--- src/rtl/apogee_pkg.sv ---
// Shared constants, reset-sequencer state encoding and sizing helper for the
// Apogee system controller.
package apogee_pkg;

    localparam int APOGEE_CPU_DIV       = 28;
    localparam int APOGEE_CPU_DIV_TURBO = 14;
    localparam int APOGEE_F2_PHASE      = 2;
    localparam int APOGEE_PIX_DIV       = 6;
    localparam int APOGEE_INIT_DELAY    = 20000000;
    localparam int APOGEE_RST_STRETCH   = 15;

    typedef enum logic [1:0] {
        ST_POWERON,
        ST_HOLD,
        ST_STRETCH,
        ST_RUN
    } rst_state_e;

    // Bits needed to hold every value 0..max_val (at least one bit).
    function automatic int cnt_width(input int max_val);
        return (max_val < 1) ? 1 : $clog2(max_val + 1);
    endfunction

endpackage

--- src/rtl/apogee_sysctl_if.sv ---
// Reset requests, speed/address inputs and every enable/reset output of the
// system controller, bundled for the system top.
interface apogee_sysctl_if;

    logic rst_req;
    logic download;
    logic turbo;
    logic a15;
    logic sys_reset;
    logic startup;
    logic f1;
    logic f2;
    logic ce_pix;
    logic ce_pix2x;
    logic ce_io;
    logic turbo_active;

    modport master (
        output rst_req, download, turbo, a15,
        input  sys_reset, startup, f1, f2, ce_pix, ce_pix2x, ce_io, turbo_active
    );

    modport slave (
        input  rst_req, download, turbo, a15,
        output sys_reset, startup, f1, f2, ce_pix, ce_pix2x, ce_io, turbo_active
    );

endinterface

--- src/rtl/ce_divider.sv ---
// Wrapping 0..mod-1 counter with two registered tap pulses and a combinational
// wrap strobe that marks the last count of the period.
module ce_divider #(
    parameter int W = 5
) (
    input  logic         clk,
    input  logic         rst,
    input  logic [W-1:0] mod_i,
    input  logic [W-1:0] tap_a_i,
    input  logic [W-1:0] tap_b_i,
    output logic         pulse_a_o,
    output logic         pulse_b_o,
    output logic         wrap_o
);

    localparam logic [W-1:0] ONE = W'(1);

    logic [W-1:0] cnt_q, cnt_d;
    logic         pulse_a_q, pulse_a_d;
    logic         pulse_b_q, pulse_b_d;

    assign wrap_o = (cnt_q == (mod_i - ONE));

    always_comb begin
        cnt_d     = wrap_o ? '0 : cnt_q + ONE;
        pulse_a_d = (cnt_q == tap_a_i);
        pulse_b_d = (cnt_q == tap_b_i);
    end

    always_ff @(posedge clk or posedge rst) begin
        if (rst) begin
            cnt_q     <= '0;
            pulse_a_q <= 1'b0;
            pulse_b_q <= 1'b0;
        end else begin
            cnt_q     <= cnt_d;
            pulse_a_q <= pulse_a_d;
            pulse_b_q <= pulse_b_d;
        end
    end

    assign pulse_a_o = pulse_a_q;
    assign pulse_b_o = pulse_b_q;

endmodule

--- src/rtl/apogee_sysctl.sv ---
// Apogee timing and reset controller: CPU/pixel/IO clock enables, power-on
// delay, reset stretch and boot-ROM overlay flag.
//
//   state      | meaning
//   ST_POWERON | power-on delay still counting, sys_reset held
//   ST_HOLD    | user request or download holding sys_reset
//   ST_STRETCH | sources gone, stretch counter running, sys_reset held
//   ST_RUN     | stretch complete, sys_reset released
module apogee_sysctl
    import apogee_pkg::*;
#(
    parameter int CPU_DIV       = APOGEE_CPU_DIV,
    parameter int CPU_DIV_TURBO = APOGEE_CPU_DIV_TURBO,
    parameter int F2_PHASE      = APOGEE_F2_PHASE,
    parameter int PIX_DIV       = APOGEE_PIX_DIV,
    parameter int INIT_DELAY    = APOGEE_INIT_DELAY,
    parameter int RST_STRETCH   = APOGEE_RST_STRETCH,
    parameter int HOLD_ON_DL    = 1
) (
    input  logic           clk,
    input  logic           reset,
    apogee_sysctl_if.slave bus
);

    localparam int CPU_MAX = (CPU_DIV > CPU_DIV_TURBO) ? CPU_DIV : CPU_DIV_TURBO;
    localparam int CPU_MIN = (CPU_DIV < CPU_DIV_TURBO) ? CPU_DIV : CPU_DIV_TURBO;
    localparam int CPU_W   = cnt_width(CPU_MAX);
    localparam int PIX_W   = cnt_width(PIX_DIV);
    localparam int INIT_W  = cnt_width(INIT_DELAY);
    localparam int STR_W   = cnt_width(RST_STRETCH);

    localparam logic [INIT_W-1:0] INIT_LOAD = INIT_W'(INIT_DELAY);
    localparam logic [INIT_W-1:0] INIT_ONE  = INIT_W'(1);
    localparam logic [STR_W-1:0]  STR_MAX   = STR_W'(RST_STRETCH);
    localparam logic [STR_W-1:0]  STR_ONE   = STR_W'(1);
    localparam logic              HOLD_DL   = (HOLD_ON_DL != 0);

    if (CPU_DIV < 4 || CPU_DIV_TURBO < 4 || F2_PHASE < 1 || F2_PHASE >= CPU_MIN ||
        PIX_DIV < 2 || (PIX_DIV % 2) != 0 || RST_STRETCH < 1) begin : g_param_check
        $error("apogee_sysctl: illegal parameter combination");
    end

    logic [INIT_W-1:0] init_q, init_d;
    logic [STR_W-1:0]  stretch_q, stretch_d;
    rst_state_e        state_q, state_d;
    logic              startup_q, startup_d;
    logic              turbo_active_q, turbo_active_d;
    logic              ce_io_q;

    logic              src;
    logic              sys_reset;
    logic [CPU_W-1:0]  cpu_mod;
    logic              cpu_wrap;
    logic              f1_pulse, f2_pulse;
    logic              pix_wrap;
    logic              pix_full, pix_half;

    // Power-on delay freezes while an image is being downloaded.
    always_comb begin
        init_d = init_q;
        if (init_q != '0 && !bus.download) begin
            init_d = init_q - INIT_ONE;
        end
    end

    assign src = bus.rst_req | (init_q != '0) | (HOLD_DL & bus.download);

    always_comb begin
        state_d   = state_q;
        stretch_d = stretch_q;
        if (src) begin
            stretch_d = '0;
            state_d   = (init_q != '0) ? ST_POWERON : ST_HOLD;
        end else if (stretch_q != STR_MAX) begin
            stretch_d = stretch_q + STR_ONE;
            state_d   = ST_STRETCH;
        end else begin
            state_d   = ST_RUN;
        end
    end

    assign sys_reset = (state_q != ST_RUN);

    always_comb begin
        startup_d      = sys_reset | (startup_q & ~bus.a15);
        turbo_active_d = cpu_wrap ? bus.turbo : turbo_active_q;
    end

    always_ff @(posedge clk or posedge reset) begin
        if (reset) begin
            init_q         <= INIT_LOAD;
            stretch_q      <= '0;
            state_q        <= ST_POWERON;
            startup_q      <= 1'b1;
            turbo_active_q <= 1'b0;
            ce_io_q        <= 1'b0;
        end else begin
            init_q         <= init_d;
            stretch_q      <= stretch_d;
            state_q        <= state_d;
            startup_q      <= startup_d;
            turbo_active_q <= turbo_active_d;
            ce_io_q        <= ~ce_io_q;
        end
    end

    // Modulus only changes together with the wrap, so every period is whole.
    assign cpu_mod = turbo_active_q ? CPU_W'(CPU_DIV_TURBO) : CPU_W'(CPU_DIV);

    ce_divider #(.W(CPU_W)) u_cpu_div (
        .clk       (clk),
        .rst       (reset),
        .mod_i     (cpu_mod),
        .tap_a_i   (CPU_W'(0)),
        .tap_b_i   (CPU_W'(F2_PHASE)),
        .pulse_a_o (f1_pulse),
        .pulse_b_o (f2_pulse),
        .wrap_o    (cpu_wrap)
    );

    ce_divider #(.W(PIX_W)) u_pix_div (
        .clk       (clk),
        .rst       (reset),
        .mod_i     (PIX_W'(PIX_DIV)),
        .tap_a_i   (PIX_W'(PIX_DIV - 1)),
        .tap_b_i   (PIX_W'(PIX_DIV / 2 - 1)),
        .pulse_a_o (pix_full),
        .pulse_b_o (pix_half),
        .wrap_o    (pix_wrap)
    );

    a_pix_align : assert property (@(posedge clk) disable iff (reset) pix_wrap |=> pix_full);

    assign bus.sys_reset    = sys_reset;
    assign bus.startup      = startup_q;
    assign bus.f1           = f1_pulse;
    assign bus.f2           = f2_pulse;
    assign bus.ce_pix       = pix_full;
    assign bus.ce_pix2x     = pix_full | pix_half;
    assign bus.ce_io        = ce_io_q;
    assign bus.turbo_active = turbo_active_q;

endmodule

--- src/flat_wrapper.sv ---
// flat-port wrapper written by rule: the top's interface ports become plain ports
module apogee_sysctl_flat import apogee_pkg::*;
#(
    parameter int CPU_DIV       = APOGEE_CPU_DIV,
    parameter int CPU_DIV_TURBO = APOGEE_CPU_DIV_TURBO,
    parameter int F2_PHASE      = APOGEE_F2_PHASE,
    parameter int PIX_DIV       = APOGEE_PIX_DIV,
    parameter int INIT_DELAY    = APOGEE_INIT_DELAY,
    parameter int RST_STRETCH   = APOGEE_RST_STRETCH,
    parameter int HOLD_ON_DL    = 1
)
  (clk, reset, bus_rst_req, bus_download, bus_turbo, bus_a15, bus_sys_reset, bus_startup, bus_f1, bus_f2, bus_ce_pix, bus_ce_pix2x, bus_ce_io, bus_turbo_active);
  apogee_sysctl_if bus_i ();
  input  logic clk;
  input  logic reset;
  input wire logic [$bits(bus_i.rst_req)-1:0] bus_rst_req;
  input wire logic [$bits(bus_i.download)-1:0] bus_download;
  input wire logic [$bits(bus_i.turbo)-1:0] bus_turbo;
  input wire logic [$bits(bus_i.a15)-1:0] bus_a15;
  output wire logic [$bits(bus_i.sys_reset)-1:0] bus_sys_reset;
  output wire logic [$bits(bus_i.startup)-1:0] bus_startup;
  output wire logic [$bits(bus_i.f1)-1:0] bus_f1;
  output wire logic [$bits(bus_i.f2)-1:0] bus_f2;
  output wire logic [$bits(bus_i.ce_pix)-1:0] bus_ce_pix;
  output wire logic [$bits(bus_i.ce_pix2x)-1:0] bus_ce_pix2x;
  output wire logic [$bits(bus_i.ce_io)-1:0] bus_ce_io;
  output wire logic [$bits(bus_i.turbo_active)-1:0] bus_turbo_active;
  assign bus_i.rst_req = bus_rst_req;
  assign bus_i.download = bus_download;
  assign bus_i.turbo = bus_turbo;
  assign bus_i.a15 = bus_a15;
  assign bus_sys_reset = bus_i.sys_reset;
  assign bus_startup = bus_i.startup;
  assign bus_f1 = bus_i.f1;
  assign bus_f2 = bus_i.f2;
  assign bus_ce_pix = bus_i.ce_pix;
  assign bus_ce_pix2x = bus_i.ce_pix2x;
  assign bus_ce_io = bus_i.ce_io;
  assign bus_turbo_active = bus_i.turbo_active;
  apogee_sysctl #(.CPU_DIV(CPU_DIV), .CPU_DIV_TURBO(CPU_DIV_TURBO), .F2_PHASE(F2_PHASE), .PIX_DIV(PIX_DIV), .INIT_DELAY(INIT_DELAY), .RST_STRETCH(RST_STRETCH), .HOLD_ON_DL(HOLD_ON_DL)) u_core (.clk(clk), .reset(reset), .bus(bus_i));
endmodule
--- config.mk ---
export PLATFORM = sky130hd
export DESIGN_NAME = apogee_sysctl_flat
export DESIGN_NICKNAME = d
export VERILOG_FILES = /design/src/rtl/apogee_pkg.sv /design/src/rtl/apogee_sysctl_if.sv /design/src/rtl/ce_divider.sv /design/src/rtl/apogee_sysctl.sv /design/src/flat_wrapper.sv
export SDC_FILE = /design/constraint.sdc
export NUM_CORES = 1
export LEC_CHECK = 0
export CAP_MARGIN = 25
export CORE_AREA = 2 2 79 81
export CTS_BUF_LIST = sky130_fd_sc_hd__clkbuf_8
export CTS_CLUSTER_SIZE = 30
export DETAILED_ROUTE_END_ITERATION = 8
export DIE_AREA = 0 0 81 83
export SLEW_MARGIN = 25
export SYNTH_ARGS = -nofsm -noshare
export SYNTH_HDL_FRONTEND = slang
export SYNTH_SLANG_ARGS = --single-unit
--- constraint.sdc ---
create_clock -name clk -period 3.35 [get_ports clk]
set_input_delay 0.335 -clock clk [delete_from_list [all_inputs] [get_ports clk]]
set_output_delay 0.335 -clock clk [all_outputs]
set_load 0.02 [all_outputs]
; ---- Word-level counts from Yosys, hierarchy flattened
; Index checks and enable logic that the tools add are counted.
[word_totals]
ff_bits = 46
latchBits = 0
ram_bits = 0
romBits = 0
input_bits = 6
out_inout_bits = 8
elab_cells = 43
mem_count = 0
[classes]
addsub = 5
n_mul = 0
div = 0
magnitude_cmp = 0
eq_ne = 6
shifts = 0
n_mux = 8
n_bitwise = 7
reduce_logical = 5
[ops]
columns = operator, count
row1 = nonzero test 25 bit, 1
row2 = subtractor 25 x 1 -> 25 bit (second input constant), 1
row3 = 2-to-1 mux 5 bit, 2
row4 = 2-to-1 mux 4 bit, 2
row5 = adder 5 x 1 -> 5 bit (second input constant), 1
row6 = == test 5 x 2 -> 1 bit (second input constant), 1
row7 = == test 5 bit, 1
row8 = zero test 5 bit, 1
row9 = subtractor 5 x 1 -> 5 bit (second input constant), 1
row10 = adder 4 x 1 -> 4 bit (second input constant), 1
row11 = inequality test 4 bit (second input constant), 1
row12 = OR 1 bit, 4
row13 = adder 3 x 1 -> 3 bit (second input constant), 1
row14 = == test 3 x 2 -> 1 bit (second input constant), 1
row15 = == test 3 bit (second input constant), 1
row16 = 2-to-1 mux 3 bit, 1
row17 = 2-to-1 mux 1 bit, 2
row18 = 2-to-1 mux 2 bit, 1
row19 = inequality test 2 bit (second input constant), 1
row20 = NOT 1 bit, 2
row21 = nonzero test 2 bit, 1
row22 = AND 1 bit, 1
row23 = logical AND 1 bit, 1
row24 = zero test 1 bit, 1

; ---- Depth between registers and ports, before layout
; Gate-level depths: netlist of run 1.
[logic_depth]
word_depth = 4
ltp_mapped = 8
mapped_depth_nobuf = 6

; ---- Cells and area by module
; Synthesis of run 1 repeated with hierarchy kept, for this count alone.
[unflattened]
cells_unflattened = 229
hier_area_um2 = 2491.1
[by_module_without_submodules]
columns = mod, n_inst, cells_each, area_per_inst_um2, seq_area_each_um2
row1 = apogee_sysctl, 1, 142, 1594.0, 862.1
row2 = ce_divider (u_core.u_cpu_div), 1, 58, 575.6, 175.2
row3 = ce_divider (u_core.u_pix_div), 1, 29, 321.6, 125.1

; ---- Worst setup path before layout of run 1
; No wires, ideal clock.
[synth_timing]
path_kind = register -> register
startpoint = register u_core.init_q[0]
endpoint = register u_core.init_q[14]
setup_time_ns = 0.076
arrival_ns = 2.102
slack_ns = 1.172
path_stages_with_launch = 8
path_buffers = 1
period_less_slack_ns = 2.178
path_cell_list = dfrtp_1 > inv_1 > ha_1 > or3b_1 > clkbuf_1 > or4_4 > or4_1 > o21ai_1
[synth_between]
elab_chain_len = 2
elab_cells_between_ends = 3
cone_classes = add/sub: 1 / reduce/logical: 2
[synth_rtl]
columns = element, line_no
row1 = "start, declared", apogee_sysctl.sv:43  ; logic [INIT_W-1:0] init_q, init_d;
row2 = "start signal, assigned", apogee_sysctl.sv:98  ; init_q <= init_d;
row3 = branches (longest 2 deep; another with subtractor 25 x 1 -> 25 bit), --
; Several ways; the timed one is not identified.
; A chain may end at the register's enable or synchronous reset.

; ---- Final worst setup path of run 1
[layout_timing]
startpoint = register u_core.init_q[0]
endpoint = register u_core.init_q[20]
; Same word-level chain as after synthesis.

==> flow_summary.yaml, run 1 <==
die:
  io_pins: 14
  initial_core_util_pct: 38.2
  rows: 28
  core_area_um2: 5820
  fp.dieW_um: 81
  die_h_um: 83
  design.die.area_um2: 6720
worst_hold_path:
  min-delay-start: "u_core.bus.ce_io"
  hp-class: "flop to flop"
grt:
  grt-ovfl-total: 0
  grt_usage_pct: 12.6
  grt_max_degree: 47
  grt_antenna_before_repair: 0
  grt_pass1_vias: 1444
  grt_pass1_wl_um: 6650
clock_network:
  tritoncts: "yes"
  cts_hold_buf: 0
  postCtsSetupRepairBufs: 0
  clk_path_buf_depth: 2
  cts_max_level: 2
  cts_made_buffers: 5
  clock-root-buffer: "clkbuf_8"
  cts_sinks: 46
  clk_pin_slew_ps: 80
  worstSkewPairLatency_ps: 290
  cts.repair.resized: 0
run:
  cap_viol_max_count: 0
cells_and_area:
  multiInputGateArea_um2: 971
  area.sequential_um2: 1160
  design_area_um2: 2520
  n_antenna_cell: 0
  final_layout_size_suffix_gt1_share_pct: 14.4
  nets: 227
  fillers: 573
  syn2layout_area_growth_pct: 13.5
synth:
  synth_compound_area_share_pct: 8.67
  synth_xor_area_share_pct: 9.45
  syn_nets: 214
  yosysMostFrequentCell: "dfrtp_1"
  ys_async_sr_fraction_pct: 100
  ys_types: 42
  syn_inst: 203
  synth_top_family_by_area: "simple AND/OR/NAND/NOR gates"
  netlist.area_leader.share_pct: 41.6
  synth_fa_ha_area_share_pct: 2.81
  synth_seq_cells: 46
  synthMuxAreaShare_pct: 1.41
  ys.flop_type: "dfrtp_1"
  synth_top_cells_by_count: "37 x dfrtp_1, 14 x nor2_1, 14 x xnor2_1, 13 x nor3_1, 12 x inv_1"
  ys_seq_area_share_pct: 52.3
  synth.top_cells.by_area: "dfrtp_1 42%, dfstp_2 11%, xnor2_1 5.5%"
  avgSynthCellArea_um2: 11.0
  synth-simple-area-share_pct: 21.3
  yosysWarnings: 0
  syn_area_um2: 2220
  synth.largest_area_cell: "dfrtp_1"
  synth_edf_count: 0
worst_setup_path:
  start_kind: "flop"
  cp.required_ps: 3570
  max_stage_delay_ps: 650
  crit_arrival_ps: 2550
  crit_start: "u_core.init_q[0]"
  r2r_start: "u_core.init_q[0]"
  crit_path_end_kind: "flop"
  path_max_fanout: 14
  crit_type: "flop to flop"
  crit_family: "simple AND/OR/NAND/NOR gates"
  crit_slowest_cell: "or4_4"
  crit_buf_inv: 1
  crit_chain: "inv_1 > ha_1 > or3b_1 > or4_4 > nor4_2 > xor2_1"
routing:
  antenna_left: 0
  drt_iter0_drc: 48
  vias: 1512
  routed_via_density: 5.20
  first_pass_iters: 4
  routed_wire_length_per_instance_um: 12.9
  wirelength_um: 3760
  drc: 0
sta:
  finalCriticalPeriod_ps: 2330
  relSlewSlack_pct: 48.1
  max_freq_mhz: 429
  rsz0062_at_grt: "no"
  hold_ws_ps: 423
  setup_viol: 0
  skew_ps: 5.36
  tightest_slew_ps: 778
  period_share_pct: 69.5
  hold_violations: 0
  fin_tns_setup_ps: 0
  final_max_slew_viol_count: 0
placement:
  io_buffers: 13
  hpwl_um: 2540
  placed_area_um2: 2410
  gp_congestion: 0.744
pwr:
  ir_drop_mv: 0.282
  p_total_mw: 1.55
  p_leak_nw: 1.09
  powerDensity_nw_per_um2: 615
outcome:
  status: "complete, no violations"
==> through the flow <==
step | setup WS (ps) | util [%] | instances
2_1_floorplan | 1170 | - | 203
3_3_place_gp | 1090 | 41.4 | 284
3_5_place_dp | 1040 | 41.4 | 284
4_1_cts | 1020 | 43.4 | 291
5_1_grt | 888 | 43.4 | 291
6_report | 1020 | 43.4 | 291
==> cell usage in the layout, fill, tap and decap left out, types with 2 or more instances in the layout <==
| master | synthesis | final |
|---|---|---|
| dfstp_2 | 9 | 9 |
| a2111oi_0 | 3 | 3 |
| mux2i_1 | 2 | 2 |
| xor2_1 | 10 | 10 |
| or4_4 | 4 | 4 |
| dfrtp_1 | 37 | 37 |
| nor3_1 | 13 | 13 |
| nor4_2 | 3 | 3 |
| nand2_1 | 7 | 7 |
| o21ai_0 | 3 | 3 |
| nand3_1 | 8 | 8 |
| ha_1 | 5 | 5 |
| xnor2_1 | 14 | 14 |
| clkdlybuf4s50_1 | 0 | 13 |
| nor4_1 | 7 | 7 |
| clkbuf_8 | 0 | 6 |
| or4_1 | 6 | 6 |
| and2_1 | 2 | 2 |
| nor2b_1 | 2 | 2 |
| nor2_1 | 14 | 14 |
| or3_1 | 2 | 2 |
| o211ai_2 | 2 | 2 |
| a21oi_1 | 3 | 3 |
| inv_1 | 12 | 11 |
| a211oi_1 | 2 | 2 |
| o21ai_1 | 8 | 8 |
| nand2b_1 | 2 | 2 |
==> routing by layer <==
layer | up-vias | wire [µm] | GRT usage [%]
li1 | 745 | - | -
met1 | 737 | 1900 | 18.2
met2 | 22 | 1680 | 18.0
met3 | 8 | 115 | 3.26
met4 | 0 | 62 | 4.93
met5 | - | 0 | 0
==> registers in the layout (all words and copies together), names as in the netlist, 2 cells and up <==
signal / count
u_core.state_q: 2
u_core.stretch_q: 4
u_core.u_cpu_div.cnt_q: 5
u_core.init_q: 25
u_core.u_pix_div.cnt_q: 3
==> area by class of cell <==
type                            instances  area share [%]
Sequential cell                        46            46.1
Multi-Input combinational cell        137            38.5
Timing Repair Buffer                   14            5.45
Tap cell                               75            3.72
Clock buffer                            6            3.27
Inverter                               12            1.83
Clock inverter                          1            1.19
==> power by group <==
group          leakage [nW]  switching (mW)  internal, mW
combinational         0.471           0.176         0.151
clock                0.0573           0.174         0.239
sequential            0.561           0.125         0.687
==> final timing paths <==
| path | depth (start not counted) | end | slack (ps) |
|---|---|---|---|
| min reg2reg | 1 | u_core.bus.ce_io | 420 |
| min in group asynchronous | 2 | u_core.u_pix_div.cnt_q[1] | 470 |
| min | 1 | u_core.bus.ce_io | 420 |
| max | 6 | u_core.init_q[20] | 1020 |
| max reg2reg | 6 | u_core.init_q[20] | 1020 |
| max in group asynchronous | 2 | u_core.init_q[6] | 2410 |
==> kinds of logic after synthesis <==
family,after synthesis
simple gates,77
flops,46
compound gates,28
xor+xnor,24
buf+inv,20
fa+ha+maj,5
mux,3
Power figures use the tool's default switching activity.
==> run 2, diff against run 1 <==
==> constraint.sdc (replaced) <==
create_clock -name clk -period 2.2 [get_ports clk]
set_input_delay 0.22 -clock clk [delete_from_list [all_inputs] [get_ports clk]]
set_output_delay 0.22 -clock clk [all_outputs]
set_load 0.02 [all_outputs]
==> flow_summary.yaml, run 2 (synthesis results as in run 1) <==
clock_network:
  clock-root-buffer: "clkbuf_8"
  worstSkewPairLatency_ps: 290
  clk_pin_slew_ps: 90
  cts_hold_buf: 0
  cts_max_level: 2
  tritoncts: "yes"
  cts_made_buffers: 5
  cts_sinks: 46
  clk_path_buf_depth: 2
sta:
  hold_violations: 0
  fin_ws_ps: 64.2
  tightest_slew_ps: 554
  skew_ps: 6.97
  rsz0062_at_grt: "yes"
  fin_tns_setup_ps: 0
  max_freq_mhz: 468
  final_max_slew_viol_count: 0
  finalCriticalPeriod_ps: 2140
  period_share_pct: 97.1
  relSlewSlack_pct: 62.1
  setup_viol: 0
cells_and_area:
  regMostFlops: "u_core.init_q"
  syn2layout_area_growth_pct: 25.0
  layout_common_cells: "37 x dfrtp_1, 28 x buf_4, 14 x nor2_1, 14 x xnor2_1"
  final_cell_count_no_fill: 321
  final_layout_size_suffix_gt1_share_pct: 26.8
  top_regs: "u_core.init_q (25), u_core.u_cpu_div.cnt_q (5), u_core.stretch_q (4)"
  nets: 256
  largest_reg_flops: 25
  n_antenna_cell: 0
  final_common_cell: "dfrtp_1"
routing:
  vias: 1627
  drt_iter0_drc: 56
  wirelength_um: 4100
  routed_via_density: 5.07
  drc: 0
  first_pass_iters: 4
  antenna_left: 0
  routed_wire_length_per_instance_um: 12.8
die:
  initial_core_util_pct: 38.2
  rows: 28
  io_pins: 14
  core_area_um2: 5820
  die_h_um: 83
  fp.dieW_um: 81
  design.die.area_um2: 6720
pwr:
  ir_drop_mv: 0.446
  p_total_mw: 2.58
  powerDensity_nw_per_um2: 929
  p_leak_nw: 1.23
grt:
  grt_antenna_before_repair: 0
  grt_pass1_wl_um: 7470
  grt_max_degree: 25
  grt_pass1_vias: 1657
  grt-ovfl-total: 0
  grt_usage_pct: 14.0
worst_setup_path:
  start_kind: "flop"
  cp.required_ps: 2420
  path_max_fanout: 6
  crit_type: "flop to flop"
  crit_path_end_kind: "flop"
  crit_arrival_ps: 2360
placement:
  gp_congestion: 0.775
  placedCellCount: 308
  post-place-ws_ps: 0.595
  io_buffers: 13
  hpwl_um: 2990
outcome:
  status: "complete, no violations"
run:
  cap_viol_max_count: 0
worst_hold_path:
  hp-class: "primary input to async pin"
[run 2: timing repair]
item	in CTS	in global routing
endpoints found under the hold margin	0	0
buffers inserted	2	3
pin swaps	3	3
setup endpoints to repair	7	15
gates resized for setup	4	6
[run 2: through the flow]
step	instance area [µm²]	util (%)	hold WS, ps
after floorplan	2220	-	372
after global placement	2600	44.8	414
after detailed placement	2600	44.8	414
after CTS	2730	47.0	272
after global routing	2780	47.8	316
final	2780	47.8	261
[run 2: final timing paths]
check / from / end / slack [ps] / cells after the start
worst max register to register: u_core.init_q[0] / u_core.init_q[17] / 60 / 7
max in group asynchronous: reset / u_core.init_q[11] / 1370 / 3
min in group clk: u_core.bus.ce_io / u_core.bus.ce_io / 430 / 1
worst max-delay path: u_core.init_q[0] / u_core.init_q[17] / 60 / 7
worst min register to register: u_core.bus.ce_io / u_core.bus.ce_io / 430 / 1
worst min-delay path: reset / u_core.u_pix_div.pulse_a_o / 260 / 2
[run 2: where the power goes]
part | internal [mW] | switching [mW] | total (mW) | leakage (nW)
clock | 0.334 | 0.276 | 0.610 | 0.0556
sequential | 1.05 | 0.168 | 1.21 | 0.561
combinational | 0.400 | 0.356 | 0.756 | 0.619
total | 1.78 | 0.800 | 2.58 | 1.23
[run 2: area by class of cell]
type | count | area (µm²)
clock buffers | 5 | 68.8
clock inverters | 3 | 41.3
fillers | 552 | 3040
inverters | 12 | 45.0
multi-input cells | 137 | 996
flip-flops and latches | 46 | 1160
well taps | 75 | 93.8
repair buffers | 43 | 372
[run 2: worst max-delay path, stage by stage, from the launching register on]
cell and delay [ps]:
dfrtp_1 410, inv_2 90, ha_4 130, or3b_4 390, or4_4 550, buf_6 160
o211ai_1 210, xnor2_1 140
[run 2: routing by layer]
layer  up-vias  share of wire, %  track usage [%]
met5         -                 0                0
met3         4               3.2             3.70
met1       793                48             19.2
met2        25                48             21.5
li1        805                 -                -
met4         0              0.78             4.31
